$ cat config.mk
export PLATFORM = sky130hd
export DESIGN_NAME = mult_issue_flat
export DESIGN_NICKNAME = d
export VERILOG_FILES = /design/src/rtl/mriscv_mul_pkg.sv /design/src/rtl/mult_issue_if.sv /design/src/rtl/mult_issue.sv /design/src/flat_wrapper.sv
export SDC_FILE = /design/constraint.sdc
export NUM_CORES = 1
export LEC_CHECK = 0
export BUFFER_PORTS_ARGS = -buffer_cell sky130_fd_sc_hd__buf_2
export CAP_MARGIN = 20
export CORE_MARGIN = 5
export CORE_UTILIZATION = 41
export CTS_CLUSTER_SIZE = 8
export DETAILED_ROUTE_END_ITERATION = 12
export PLACE_DENSITY = 0.73
export RECOVER_POWER = 25
export SYNTH_ARGS = -nofsm -noshare
export SYNTH_HDL_FRONTEND = slang
export SYNTH_SLANG_ARGS = --single-unit
$ cat constraint.sdc
create_clock -name clk -period 2.7 [get_ports clk]
set_input_delay 0.135 -clock clk [delete_from_list [all_inputs] [get_ports clk]]
set_output_delay 0.135 -clock clk [all_outputs]
set_load 0.1 [all_outputs]
$ cat src/rtl/mriscv_mul_pkg.sv
// Shared M-extension multiply definitions: codif encodings seen by the
// decoder, the issue stage and MULT, plus the issue-stage state encoding.
package mriscv_mul_pkg;

  localparam logic [11:0] CODIF_MUL    = 12'b010000110011;
  localparam logic [11:0] CODIF_MULH   = 12'b010010110011;
  localparam logic [11:0] CODIF_MULHSU = 12'b010100110011;
  localparam logic [11:0] CODIF_MULHU  = 12'b010110110011;
  localparam logic [11:0] CODIF_NOP    = 12'h000;

  typedef enum logic [2:0] {
    IDLE,
    ISSUE,
    WAIT,
    DRAIN,
    RESP
  } state_e;

  function automatic logic codif_legal(input logic [11:0] codif);
    return (codif == CODIF_MUL)    || (codif == CODIF_MULH) ||
           (codif == CODIF_MULHSU) || (codif == CODIF_MULHU);
  endfunction

endpackage

$ cat src/rtl/mult_issue_if.sv
// Bundle of the request, MULT-side and writeback-side signals of the
// multiply issue stage. The stage itself uses the slave view.
interface mult_issue_if #(
  parameter int TAG_W = 5
);

  logic             flush;
  logic             busy;

  logic             req_valid;
  logic             req_ready;
  logic [31:0]      req_rs1;
  logic [31:0]      req_rs2;
  logic [11:0]      req_codif;
  logic [TAG_W-1:0] req_tag;

  logic             mul_enable;
  logic [31:0]      mul_rs1;
  logic [31:0]      mul_rs2;
  logic [11:0]      mul_codif;
  logic [31:0]      mul_rd;
  logic             mul_done;

  logic             rsp_valid;
  logic             rsp_ready;
  logic [31:0]      rsp_data;
  logic [TAG_W-1:0] rsp_tag;
  logic             rsp_err;

  modport slave (
    input  flush,
    input  req_valid, req_rs1, req_rs2, req_codif, req_tag,
    input  mul_rd, mul_done,
    input  rsp_ready,
    output busy,
    output req_ready,
    output mul_enable, mul_rs1, mul_rs2, mul_codif,
    output rsp_valid, rsp_data, rsp_tag, rsp_err
  );

  modport master (
    output flush,
    output req_valid, req_rs1, req_rs2, req_codif, req_tag,
    output mul_rd, mul_done,
    output rsp_ready,
    input  busy,
    input  req_ready,
    input  mul_enable, mul_rs1, mul_rs2, mul_codif,
    input  rsp_valid, rsp_data, rsp_tag, rsp_err
  );

endinterface

$ cat src/rtl/mult_issue.sv
// Issue/retire stage around the Booth/Karatsuba multiplier: holds operands
// into MULT, sequences its Enable, and returns a tagged result to writeback.
module mult_issue
  import mriscv_mul_pkg::*;
#(
  parameter int TAG_W   = 5,
  parameter int TIMEOUT = 48,
  parameter int TMO_W   = 6
) (
  input logic         clk,
  input logic         reset,
  mult_issue_if.slave bus
);

  localparam logic [TMO_W-1:0] TMO_LAST = TMO_W'(TIMEOUT - 1);

  state_e           state_q, state_d;
  logic [31:0]      rs1_q, rs1_d;
  logic [31:0]      rs2_q, rs2_d;
  logic [11:0]      codif_q, codif_d;
  logic [TAG_W-1:0] tag_q, tag_d;
  logic [31:0]      data_q, data_d;
  logic             err_q, err_d;
  logic             drop_q, drop_d;
  logic [TMO_W-1:0] cnt_q, cnt_d;

  always_ff @(posedge clk) begin
    if (!reset) begin
      state_q <= IDLE;
      rs1_q   <= '0;
      rs2_q   <= '0;
      codif_q <= CODIF_NOP;
      tag_q   <= '0;
      data_q  <= '0;
      err_q   <= 1'b0;
      drop_q  <= 1'b0;
      cnt_q   <= '0;
    end else begin
      state_q <= state_d;
      rs1_q   <= rs1_d;
      rs2_q   <= rs2_d;
      codif_q <= codif_d;
      tag_q   <= tag_d;
      data_q  <= data_d;
      err_q   <= err_d;
      drop_q  <= drop_d;
      cnt_q   <= cnt_d;
    end
  end

  // Illegal and zero-operand requests never reach MULT: it would not finish
  // a zero-operand op because its internal enable is gated off.
  always_comb begin
    state_d = state_q;
    rs1_d   = rs1_q;
    rs2_d   = rs2_q;
    codif_d = codif_q;
    tag_d   = tag_q;
    data_d  = data_q;
    err_d   = err_q;
    drop_d  = drop_q;
    cnt_d   = cnt_q;

    unique case (state_q)
      IDLE: begin
        if (bus.req_valid && !bus.flush) begin
          tag_d  = bus.req_tag;
          cnt_d  = '0;
          drop_d = 1'b0;
          if (!codif_legal(bus.req_codif)) begin
            data_d  = '0;
            err_d   = 1'b1;
            state_d = RESP;
          end else if (bus.req_rs1 == 32'd0 || bus.req_rs2 == 32'd0) begin
            data_d  = '0;
            err_d   = 1'b0;
            state_d = RESP;
          end else begin
            rs1_d   = bus.req_rs1;
            rs2_d   = bus.req_rs2;
            codif_d = bus.req_codif;
            state_d = ISSUE;
          end
        end
      end

      ISSUE: begin
        if (bus.flush) begin
          drop_d  = 1'b1;
          state_d = DRAIN;
        end else begin
          state_d = WAIT;
        end
      end

      WAIT: begin
        cnt_d = cnt_q + TMO_W'(1);
        if (bus.flush) begin
          drop_d  = 1'b1;
          state_d = DRAIN;
        end else if (bus.mul_done) begin
          data_d  = bus.mul_rd;
          err_d   = 1'b0;
          state_d = DRAIN;
        end else if (cnt_q == TMO_LAST) begin
          data_d  = '0;
          err_d   = 1'b1;
          state_d = DRAIN;
        end
      end

      // Enable is low here so every Booth FSM falls back to idle before
      // MULT sees the NOP codif again.
      DRAIN: begin
        cnt_d   = '0;
        rs1_d   = '0;
        rs2_d   = '0;
        codif_d = CODIF_NOP;
        drop_d  = 1'b0;
        state_d = (drop_q || bus.flush) ? IDLE : RESP;
      end

      RESP: begin
        if (bus.flush || bus.rsp_ready) begin
          state_d = IDLE;
        end
      end

      default: state_d = IDLE;
    endcase
  end

  always_comb begin
    bus.req_ready  = (state_q == IDLE) && !bus.flush;
    bus.mul_enable = (state_q == ISSUE) || (state_q == WAIT);
    bus.mul_rs1    = rs1_q;
    bus.mul_rs2    = rs2_q;
    bus.mul_codif  = codif_q;
    bus.rsp_valid  = (state_q == RESP);
    bus.rsp_data   = data_q;
    bus.rsp_tag    = tag_q;
    bus.rsp_err    = err_q;
    bus.busy       = (state_q != IDLE);
  end

endmodule

$ cat src/flat_wrapper.sv
// flat-port wrapper written by rule: the top's interface ports become plain ports
module mult_issue_flat import mriscv_mul_pkg::*;
#(
  parameter int TAG_W   = 5,
  parameter int TIMEOUT = 48,
  parameter int TMO_W   = 6
)
  (clk, reset, bus_flush, bus_req_valid, bus_req_rs1, bus_req_rs2, bus_req_codif, bus_req_tag, bus_mul_rd, bus_mul_done, bus_rsp_ready, bus_busy, bus_req_ready, bus_mul_enable, bus_mul_rs1, bus_mul_rs2, bus_mul_codif, bus_rsp_valid, bus_rsp_data, bus_rsp_tag, bus_rsp_err);
  mult_issue_if #(.TAG_W(TAG_W)) bus_i ();
  input logic clk;
  input logic reset;
  input wire logic [$bits(bus_i.flush)-1:0] bus_flush;
  input wire logic [$bits(bus_i.req_valid)-1:0] bus_req_valid;
  input wire logic [$bits(bus_i.req_rs1)-1:0] bus_req_rs1;
  input wire logic [$bits(bus_i.req_rs2)-1:0] bus_req_rs2;
  input wire logic [$bits(bus_i.req_codif)-1:0] bus_req_codif;
  input wire logic [$bits(bus_i.req_tag)-1:0] bus_req_tag;
  input wire logic [$bits(bus_i.mul_rd)-1:0] bus_mul_rd;
  input wire logic [$bits(bus_i.mul_done)-1:0] bus_mul_done;
  input wire logic [$bits(bus_i.rsp_ready)-1:0] bus_rsp_ready;
  output wire logic [$bits(bus_i.busy)-1:0] bus_busy;
  output wire logic [$bits(bus_i.req_ready)-1:0] bus_req_ready;
  output wire logic [$bits(bus_i.mul_enable)-1:0] bus_mul_enable;
  output wire logic [$bits(bus_i.mul_rs1)-1:0] bus_mul_rs1;
  output wire logic [$bits(bus_i.mul_rs2)-1:0] bus_mul_rs2;
  output wire logic [$bits(bus_i.mul_codif)-1:0] bus_mul_codif;
  output wire logic [$bits(bus_i.rsp_valid)-1:0] bus_rsp_valid;
  output wire logic [$bits(bus_i.rsp_data)-1:0] bus_rsp_data;
  output wire logic [$bits(bus_i.rsp_tag)-1:0] bus_rsp_tag;
  output wire logic [$bits(bus_i.rsp_err)-1:0] bus_rsp_err;
  assign bus_i.flush = bus_flush;
  assign bus_i.req_valid = bus_req_valid;
  assign bus_i.req_rs1 = bus_req_rs1;
  assign bus_i.req_rs2 = bus_req_rs2;
  assign bus_i.req_codif = bus_req_codif;
  assign bus_i.req_tag = bus_req_tag;
  assign bus_i.mul_rd = bus_mul_rd;
  assign bus_i.mul_done = bus_mul_done;
  assign bus_i.rsp_ready = bus_rsp_ready;
  assign bus_busy = bus_i.busy;
  assign bus_req_ready = bus_i.req_ready;
  assign bus_mul_enable = bus_i.mul_enable;
  assign bus_mul_rs1 = bus_i.mul_rs1;
  assign bus_mul_rs2 = bus_i.mul_rs2;
  assign bus_mul_codif = bus_i.mul_codif;
  assign bus_rsp_valid = bus_i.rsp_valid;
  assign bus_rsp_data = bus_i.rsp_data;
  assign bus_rsp_tag = bus_i.rsp_tag;
  assign bus_rsp_err = bus_i.rsp_err;
  mult_issue #(.TAG_W(TAG_W), .TIMEOUT(TIMEOUT), .TMO_W(TMO_W)) u_core (.clk(clk), .reset(reset), .bus(bus_i));
endmodule
==> results of run 1 <==
==> state kept, by name, summed over array words and instances, names as in the netlist <==
| signal | cells |
|---|---|
| u_core.cnt_q | 6 |
| u_core.bus.mul_codif | 12 |
| u_core.bus.mul_rs2 | 32 |
| u_core.bus.rsp_tag | 5 |
| u_core.bus.mul_rs1 | 32 |
| u_core.drop_q | 1 |
| u_core.bus.rsp_err | 1 |
| u_core.bus.rsp_data | 32 |
| u_core.state_q | 3 |
==> path summary, 6_finish.rpt <==
kind	cells after the start	to	slack [ps]	from
setup / recovery	7	u_core.bus.mul_rs2[5]$_SDFFE_PN0P_	400	bus_req_rs1[1]
hold / removal	4	u_core.drop_q$_SDFFE_PN0P_	50	bus_req_valid
setup reg to reg	6	u_core.bus.mul_rs2[5]$_SDFFE_PN0P_	520	u_core.state_q[1]$_SDFFE_PN0P_
hold reg to reg	2	u_core.bus.mul_codif[5]$_SDFFE_PN0P_	450	u_core.bus.mul_codif[5]$_SDFFE_PN0P_
==> layout make-up <==
class | count | area (um^2) | share of cell area (%)
clock buffer | 21 | 460 | 6.18
timing repair buffer | 345 | 2200 | 29.5
antenna | 1 | 2.50 | 0.0336
multi-input combinational | 278 | 1950 | 26.2
clock inverter | 10 | 141 | 1.90
sequential | 124 | 2480 | 33.3
tap | 143 | 179 | 2.40
inverter | 8 | 30.0 | 0.403
==> cell usage after synthesis, drive strengths merged (2+ instances only) <==
cell,n
and3,7
o21ai,6
xnor2,2
nand3,4
nor2b,3
nor3,3
clkbuf,20
dfxtp,124
a21oi,10
a32o,66
buf,18
inv,8
nand2,83
nand4,6
nand2b,2
nor2,10
and2,2
nor4,16
mux2i,33
a21boi,6
xor2,2
==> layout by cell type (no fill, tap or decap), drive strengths merged, types with 2 or more instances in the layout <==
cell type,synthesis,final
nand4,6,6
nand2b,2,2
inv,8,8
nor2b,3,3
buf,18,183
clkbuf,20,80
and2,2,2
nand2,83,83
nor3,3,3
xor2,2,2
a21boi,6,6
bufinv,0,3
xnor2,2,2
nor4,16,16
dfxtp,124,124
clkinvlp,0,2
a21oi,10,10
dlygate4sd3,0,103
nand3,4,4
nor2,10,10
clkinv,0,5
and3,7,7
a32o,66,66
o21ai,6,6
mux2i,33,33
==> where the power goes <==
| group | switching [W] | internal, W | leakage, nW | total, W |
|---|---|---|---|---|
| Sequential | 0.00000785 | 0.00184 | 0.999 | 0.00185 |
| Clock | 0.000813 | 0.00150 | 0.289 | 0.00231 |
| Combinational | 0.000218 | 0.000203 | 2.00 | 0.000421 |
| Total | 0.00104 | 0.00354 | 3.29 | 0.00458 |
==> logic make-up after synthesis <==
| group | Yosys count | share of synthesized area [%] |
|---|---|---|
| xor gates and xnor gates | 4 | 0.743 |
| and+or+nand+nor | 143 | 14.6 |
| buffers and inverters | 46 | 6.29 |
| DFF | 124 | 52.7 |
| muxes | 33 | 7.01 |
| adders and majority gates | 1 | 0.265 |
| AOI/OAI and AO/OA | 97 | 18.5 |
==> stage by stage <==
step | utilization, % | total power [W] | area [um^2] | setup WS (ps)
after floorplan | - | 0.00206 | 4720 | 420
after global placement | 52.0 | 0.00218 | 5880 | 587
after detailed placement | 52.0 | 0.00218 | 5880 | 528
after CTS | 66.4 | 0.00461 | 7520 | 402
after global routing | 65.7 | 0.00474 | 7440 | 305
final | 65.8 | 0.00458 | 7450 | 405
==> worst max-delay path, cell delays in order <==
cell and delay, ps:
dlygate4sd3_1 530, buf_2 130, nor4_1 460, nand4_1 260
o221a_2 330, and3_4 400, a32o_1 320
==> timing repair <==
item | CTS | global route
hold endpoints to repair | 103 | 0
hold buffers | 103 | 0
setup buffers | 0 | 0
==> layer usage <==
metal / vias up / track usage, %
met3: 16 / 6.99
li1: 2328 / -
met2: 210 / 37.2
met1: 2368 / 25.9
met5: - / 0
met4: 0 / 6.65
==> reports/metrics.cfg, run 1 <==
[drt]
num_vias=4922
wl_met2_mm=7.65
antenna_left=0
remaining_drc_errors=0
met1_length_mm=6.31
firstDrtPassIters=5
topRoutingLayerUsed=met4
wl_mm=15.6
wl_per_cell_um=16.8
viasPerCell=5.29
dr.first_iter.drc_count=500
route.met3.wl_mm=1.43

[timing]
fmax_ghz=0.436
hold_slack_ps=53.5
grt_setup_unrepaired=false
hold_viol=0
slew_headroom_pct=19.1
min_period_over_period_pct=85.0
finalSetupTns_ps=0
period_needed_ps=2300
maxSlewViolCount=0
clock_skew_ps=9.42
setup_viol=0
worstMarginPinSlew_ps=1220

[synth]
avgSynthCellArea_um2=10.5
ys_seq_area_share_pct=52.7
synth_area_um2=4710
synth_top_cell_by_area=dfxtp_1
synth-seq-cells=124
netlist.area_leader.share_pct=52.7
synth_cell_types=46
syn_inst=448
async_flop_share_pct=0
synthFlopType=dfxtp_1
ys_warn_count=0
synth_edf_count=0
synth.area.top_cells=dfxtp_1 (53%), a32o_1 (14%), mux2i_1 (7.0%), nand2_1 (6.5%), nor4_1 (2.1%)
syn_nets=568

[floorplan]
die_area_um2=13700
die_w_um=117
initial_core_util_pct=41.6
rows=39
core_area_um2=11300
design.portCount=237
fp.dieH_um=117

[final_layout]
layout-drive-gt1-share_pct=28.1
final_cells=930
nNetsFinal=894
area_delta_synth_final_pct=57.9
nFillCells=860

[grt]
grt.overflow.total=0
grt_first_pass_wirelength_mm=23.8
grt_max_degree=67
grt_pass1_vias=4941
antenna_found_initial=0
grt.total_usage_pct=21.7

[clocking]
cts_inserted_buffers=17
clk_latency_ps=400
clockBufferDepth=2
htreeDepth=4
path_clk_slew_ps=60
tritoncts=built
post_cts_resized=0
cts_root_buf=clkbuf_16
cts_sinks=124

[placed_design]
port_buffers=236
gp_congestion=0.800
dp_hpwl_mm=9.91
placed_cells=795

[outcome]
status=complete, no violations

[worst_setup_path]
path_max_fanout=66
crit_path_start_kind=primary input
critPathArrivalTime_ps=2580
endpoint_kind=flop
crit_type=in2reg
crit_required_ps=2980

[pwr]
peakVddDrop_uv=381
leakage_nw=3.29
powerDensity_nw_per_um2=615

[flow_run]
cap_viol_max_count=0

[min_path]
worstHoldPathType=in2reg

Note: power is estimated with default switching activity, not from simulation.
==> inputs of run 2 (changes only) <==
--- a/config.mk
+++ b/config.mk
@@ -5,14 +5,18 @@
 export SDC_FILE = /design/constraint.sdc
 export NUM_CORES = 1
 export LEC_CHECK = 0
+export ABC_AREA = 1
 export BUFFER_PORTS_ARGS = -buffer_cell sky130_fd_sc_hd__buf_2
 export CAP_MARGIN = 20
+export CELL_PAD_IN_SITES_DETAIL_PLACEMENT = 1
+export CELL_PAD_IN_SITES_GLOBAL_PLACEMENT = 2
 export CORE_MARGIN = 5
-export CORE_UTILIZATION = 41
+export CORE_UTILIZATION = 26
 export CTS_CLUSTER_SIZE = 8
 export DETAILED_ROUTE_END_ITERATION = 12
-export PLACE_DENSITY = 0.73
+export PLACE_DENSITY = 0.85
 export RECOVER_POWER = 25
+export SLEW_MARGIN = 10
 export SYNTH_ARGS = -nofsm -noshare
 export SYNTH_HDL_FRONTEND = slang
 export SYNTH_SLANG_ARGS = --single-unit
==> run 2 against run 1 <==
  * Fmax increased by 6.4%
  * Synthesized area up 29%
  * Non-clock buffer count fell by 89
  * Worst setup slack better by 140 ps
  * Hold slack improved by 4.7 ps
  * Die area grew 93%
  * Cell area rose by 9.2%
  * Sequential power increased by 6%
  * Total power up 23%
  * Synthesized cell count grew 120%
  * Via count rose by 35%
  * Clock-buffer cell count decreased by 3
  * Critical endpoint is now u_core.bus.rsp_data[20]$_SDFFE_PN0P_
==> reports/metrics.cfg, run 2 <==
[outcome]
status=complete, no violations

[synth]
synth_top_cell_by_area=dfxtp_1
yosysMostFrequentCell=nor2_1
synthFlopType=dfxtp_1
synth_edf_count=0
netlist.area_leader.share_pct=40.8
syn_inst=987
ys_seq_area_share_pct=40.8
synth_cell_types=28
async_flop_share_pct=0
synth_area_um2=6080
syn_nets=1107
synth-seq-cells=124
avgSynthCellArea_um2=6.16
synth.area.top_cells=dfxtp_1 (41%), nor2_1 (16%), nand2_1 (15%), inv_1 (6.9%), nand3_1 (6.6%)
synth.top_cells.by_count=nor2_1 (258), nand2_1 (240), dfxtp_1 (124)
ys_warn_count=0

[worst_setup_path]
crit_path_start_kind=flop
crit_type=reg2reg
path_cells=inv_2, nand2_2, nor2_4, inv_2, nor2_2, nand2_1, nand3_2, nor2_4, nand2_2, nor2_1, nor2_1
endpoint_kind=flop
worst-path-buf-inv=2
crit_required_ps=3010
r2r_cells=11
path_max_fanout=18
slowest_delay_ps=370
critPathArrivalTime_ps=2470
path_delay_family=simple AND/OR/NAND/NOR gates
cp_num_cells=11
slowest_stage=dfxtp_1

[floorplan]
die_area_um2=26500
core_area_um2=23300
rows=56
initial_core_util_pct=26.1
die_w_um=163
design.portCount=237
fp.dieH_um=163

[clocking]
cts_sinks=124
post_cts_resized=0
cts_inserted_buffers=17
htreeDepth=4
clockBufferDepth=2
path_clk_slew_ps=70
cts_root_buf=clkbuf_16
clk_latency_ps=430
tritoncts=built

[final_layout]
area_delta_synth_final_pct=33.8
layout-drive-gt1-share_pct=20.5
final_core_util_pct=35.0
final_common_cell=nor2_1
nFillCells=3139
nNetsFinal=1326
postLayoutCellArea_um2=8130
num_antenna_cells=0
final_cells=1538
final_cell_mix=nor2_1 (258), nand2_1 (240), buf_2 (176)

[grt]
antenna_found_initial=4
grt_pass1_vias=6575
use_met1_pct=18.6
grt_first_pass_wirelength_mm=34.1
met2_usage_pct=28.0
top_usage_layer=met2
gr-usage-met3_pct=6.13
grt.total_usage_pct=16.2
grt_max_degree=58
grt.overflow.total=0

[flow_run]
cap_viol_max_count=0

[timing]
grt_setup_unrepaired=false
layout_setup_ws_ps=543
fmax_ghz=0.464
maxSlewViolCount=0
min_period_over_period_pct=79.9
slew_headroom_pct=16.1
finalSetupTns_ps=0
clock_skew_ps=16.9
worstMarginPinSlew_ps=1260
period_needed_ps=2160
hold_viol=0
setup_viol=0

[placed_design]
dpl_worst_slack_ps=484
gp_congestion=0.773
port_buffers=236
postPlaceCellArea_um2=7550
dp_hpwl_mm=15.8
placed_cells=1500

[drt]
remaining_drc_errors=0
wl_per_cell_um=14.2
wl_mm=21.8
dr.first_iter.drc_count=255
antenna_left=0
firstDrtPassIters=4
num_vias=6638
viasPerCell=4.32

[min_path]
holdPathStages=5
worstHoldPathType=in2reg

[pwr]
peakVddDrop_uv=329
powerDensity_nw_per_um2=691
leakage_nw=4.22

run 2: kinds of logic after synthesis:
group	Yosys count	share of synthesized area, %
AND/OR/NAND/NOR	611	41.0
buffers and inverters	181	12.0
flip-flops	124	40.8
AO/OA/AOI/OAI	70	5.87
adder cells (fa/ha/maj)	1	0.206
run 2: worst paths after layout:
check,slack (ps),start,to
min reg2reg,440,u_core.bus.mul_codif[9]$_SDFFE_PN0P_,u_core.bus.mul_codif[9]$_SDFFE_PN0P_
max reg2reg,540,u_core.state_q[2]$_SDFFE_PN0P_,u_core.bus.rsp_data[20]$_SDFFE_PN0P_
min,60,bus_req_rs1[9],u_core.bus.mul_rs1[9]$_SDFFE_PN0P_
max,540,u_core.state_q[2]$_SDFFE_PN0P_,u_core.bus.rsp_data[20]$_SDFFE_PN0P_
run 2: final cells by class:
| class | instances | area, um^2 | area share [%] |
|---|---|---|---|
| Multi-Input combinational cell | 682 | 2880 | 35.4 |
| Sequential cell | 124 | 2480 | 30.5 |
| Timing Repair Buffer | 256 | 1310 | 16.1 |
| Inverter | 125 | 469 | 5.77 |
| Clock buffer | 18 | 429 | 5.28 |
| Tap cell | 319 | 399 | 4.91 |
| Clock inverter | 14 | 161 | 1.98 |
run 2: timing repair:
| action | 4_1_cts | 5_1_grt |
|---|---|---|
| setup buffers | 0 | 0 |
| hold buffers | 6 | 0 |
| hold endpoints to repair | 6 | 0 |
run 2: metrics by stage:
stage / power, W / hold slack [ps]
after floorplan: 0.00306 / 278
after global placement: 0.00334 / 385
after detailed placement: 0.00336 / 403
after CTS: 0.00573 / 44.6
after global routing: 0.00590 / 56.8
final: 0.00562 / 58.2
run 2: report_power, final:
part / internal, W / switching (W) / total (W)
Sequential: 0.00192 / 0.0000500 / 0.00197
Combinational: 0.000265 / 0.00106 / 0.00133
Clock: 0.00138 / 0.000944 / 0.00232
run 2: per-layer routing:
metal  routed length (um)  vias to the layer above
met3                 1490                       28
met4                  319                        8
met2                10600                      137
met1                 9300                     3042
li1                     -                     3423
met5                   34                        -
run 2: worst min-delay path, stage by stage:
cell and delay, ps:
buf_2 100, inv_1 40, nor2_1 40, nor2_1 90, nor2_1 50
==> inputs of run 3 (changes only) <==
--- a/config.mk
+++ b/config.mk
@@ -5,16 +5,16 @@
 export SDC_FILE = /design/constraint.sdc
 export NUM_CORES = 1
 export LEC_CHECK = 0
-export ABC_AREA = 1
+export ABC_AREA = 0
 export BUFFER_PORTS_ARGS = -buffer_cell sky130_fd_sc_hd__buf_2
 export CAP_MARGIN = 20
 export CELL_PAD_IN_SITES_DETAIL_PLACEMENT = 1
 export CELL_PAD_IN_SITES_GLOBAL_PLACEMENT = 2
 export CORE_MARGIN = 5
-export CORE_UTILIZATION = 26
+export CORE_UTILIZATION = 24
 export CTS_CLUSTER_SIZE = 8
 export DETAILED_ROUTE_END_ITERATION = 12
-export PLACE_DENSITY = 0.85
+export PLACE_DENSITY = 0.77
 export RECOVER_POWER = 25
 export SLEW_MARGIN = 10
 export SYNTH_ARGS = -nofsm -noshare
==> constraint.sdc (replaced) <==
create_clock -name clk -period 1.8 [get_ports clk]
set_input_delay 0.09 -clock clk [delete_from_list [all_inputs] [get_ports clk]]
set_output_delay 0.09 -clock clk [all_outputs]
set_load 0.1 [all_outputs]
==> run 3 against run 2 <==
  * The run now ends with negative setup slack left
  * Clock skew down 6.7 ps
  * Core utilization rose by 7.9 points
  * Worst setup slack worse by 550 ps
  * First-iteration DRC count is 25% lower
  * Via count fell by 21%
  * Critical path type is now in2reg
  * Largest cell class is now non-clock buffers
==> reports/metrics.cfg, run 3 (synthesis gave the netlist of run 1 again) <==
[outcome]
status=finished, violations left
violations=negative setup slack

[timing]
fmax_ghz=0.553
period_needed_ps=1810
slew_headroom_pct=56.1
worstMarginPinSlew_ps=658
clock_skew_ps=10.2
finalSetupTns_ps=-10.6
maxSlewViolCount=0
min_period_over_period_pct=101
hold_viol=0
layout_setup_ws_ps=-9.31
setup_viol=2

[placed_design]
placed_cells=956
dp_hpwl_mm=13.2
gp_congestion=0.794
port_buffers=236

[pwr]
p_int_w=0.00556
clockPowerShare_pct=51.8
p_comb_share_pct=10.2
seqPwrFrac_pct=38.1
peakVddDrop_uv=605
p_sw_share_pct=23.5
powerDensity_nw_per_um2=875
power_w=0.00727
leakage_nw=3.88
switchingPower_w=0.00171

[grt]
grt_max_degree=63
antenna_found_initial=0
met2_usage_pct=28.5
grt_first_pass_wirelength_mm=29.8
grt.total_usage_pct=16.7
grt.overflow.total=0
top_usage_layer=met2
use_met1_pct=19.5
grt_pass1_vias=5576
gr-usage-met3_pct=5.42

[min_path]
worstHoldPathType=in2reg
holdPathEnd=u_core.bus.mul_rs2[27]$_SDFFE_PN0P_
min_from=bus_req_rs2[27]
holdPathStages=3

[floorplan]
design.portCount=237
core_area_um2=19400
die_w_um=150
fp.dieH_um=150
die_area_um2=22500
rows=51
initial_core_util_pct=24.3

[final_layout]
layout-drive-gt1-share_pct=40.9
final_common_cell=buf_2
final_cells=1091
area_delta_synth_final_pct=76.3
nNetsFinal=933
final_cell_mix=buf_2 (228), dfxtp_1 (122), dlygate4sd3_1 (94)
final_core_util_pct=42.8
num_antenna_cells=0
nFillCells=2253

[drt]
remaining_drc_errors=0
firstDrtPassIters=5
dr.first_iter.drc_count=191
wl_mm=20.7
wl_per_cell_um=19.0
num_vias=5243
viasPerCell=4.81
antenna_left=0

[clocking]
path_clk_slew_ps=60
tritoncts=built
htreeDepth=4
clk_latency_ps=410
cts_inserted_buffers=17
clockBufferDepth=2
cts_root_buf=clkbuf_16
cts_sinks=124

[worst_setup_path]
crit_path_start_kind=primary input
critPathArrivalTime_ps=2090
path_max_fanout=8
endpoint_kind=flop
timing.rr.start=u_core.state_q[0]$_SDFFE_PN0P_
crit_required_ps=2090
slowest_delay_ps=510
worst-path-buf-inv=3
r2r_slack_ps=70
r2r_cells=7
slowest_stage=nor4_1
r2r_end=u_core.bus.mul_codif[7]$_SDFFE_PN0P_
path_delay_family=simple AND/OR/NAND/NOR gates
path_cells=buf_2, nor4_1, buf_4, nand4_1, o221a_4, and3_4, buf_12, a32o_1
crit_type=in2reg

[flow_run]
cap_viol_max_count=0

[run 3: changes by cell type in the layout (fill, tap and decap cells not counted), moves of 28 or more]
cell,change
clkbuf_1,-60
a21oi_1,-52
inv_1,-104
a32o_1,+66
buf_2,+52
nand3_1,-76
buf_4,+28
nor2_1,-250
dlygate4sd3_1,+88
mux2i_1,+33
nand2_1,-158
[run 3: how the worst max path moves through the flow]
stage / slack (ps) / end / start / depth (start not counted)
2_1_floorplan: -340 / u_core.state_q[2]$_SDFFE_PN0P_ / u_core.state_q[2]$_SDFFE_PN0P_ / 3
3_3_place_gp: -250 / u_core.bus.rsp_data[18]$_SDFFE_PN0P_ / bus_req_rs1[6] / 8
3_5_place_dp: -270 / u_core.bus.mul_rs1[25]$_SDFFE_PN0P_ / bus_req_rs1[6] / 8
4_1_cts: 2 / bus_req_ready / u_core.state_q[2]$_SDFFE_PN0P_ / 5
5_1_grt: -50 / u_core.bus.mul_rs1[0]$_SDFFE_PN0P_ / bus_req_rs2[1] / 8
6_report: -9 / u_core.bus.mul_codif[7]$_SDFFE_PN0P_ / bus_req_rs2[1] / 8
[run 3: tightest hold or removal path, delay by kind of cell]
| family | cells | cell delay [ps] |
|---|---|---|
| buffers and inverters | 2 | 180 |
| AO/OA/AOI/OAI | 1 | 130 |
[run 3: through the flow]
step	area [um^2]	hold WS, ps	setup slack [ps]
after global placement	6440	301	-250
after floorplan	4730	216	-339
after global routing	8310	36.4	-54.2
after CTS	8080	0.330	1.52
final	8310	25.1	-9.31
after detailed placement	6440	310	-272
[run 3: per-layer routing]
layer  vias up  part of all wire [%]
li1       2406                     -
met1      2557                    40
met2       241                    49
met3        39                   8.2
met4         0                   2.3
met5         -                     0
[run 3: what timing repair did]
item | CTS | global route
resized for setup | 2 | 17
endpoints found under the hold margin | 97 | 0
pin swaps | 1 | 7
hold buffers | 97 | 0
buffers inserted | 1 | 1
gates cloned | 0 | 7
setup endpoints to repair | 3 | 111
[run 3: cell type report]
| type | instances | area, um^2 | area share, % |
|---|---|---|---|
| Clock buffer | 20 | 467 | 5.62 |
| Clock inverter | 12 | 183 | 2.20 |
| Inverter | 8 | 30.0 | 0.361 |
| Multi-Input combinational cell | 278 | 2010 | 24.2 |
| Sequential cell | 124 | 2480 | 29.9 |
| Tap cell | 265 | 332 | 3.99 |
| Timing Repair Buffer | 384 | 2800 | 33.7 |
[run 3: power by group through the flow]
stage,clock network (W),registers (W),logic (W)
floorplan,0,0.00288,0.000209
global placement,0,0.00283,0.000530
detailed placement,0,0.00283,0.000537
CTS,0.00386,0.00277,0.000709
global route,0.00400,0.00277,0.000780
finish,0.00376,0.00277,0.000739
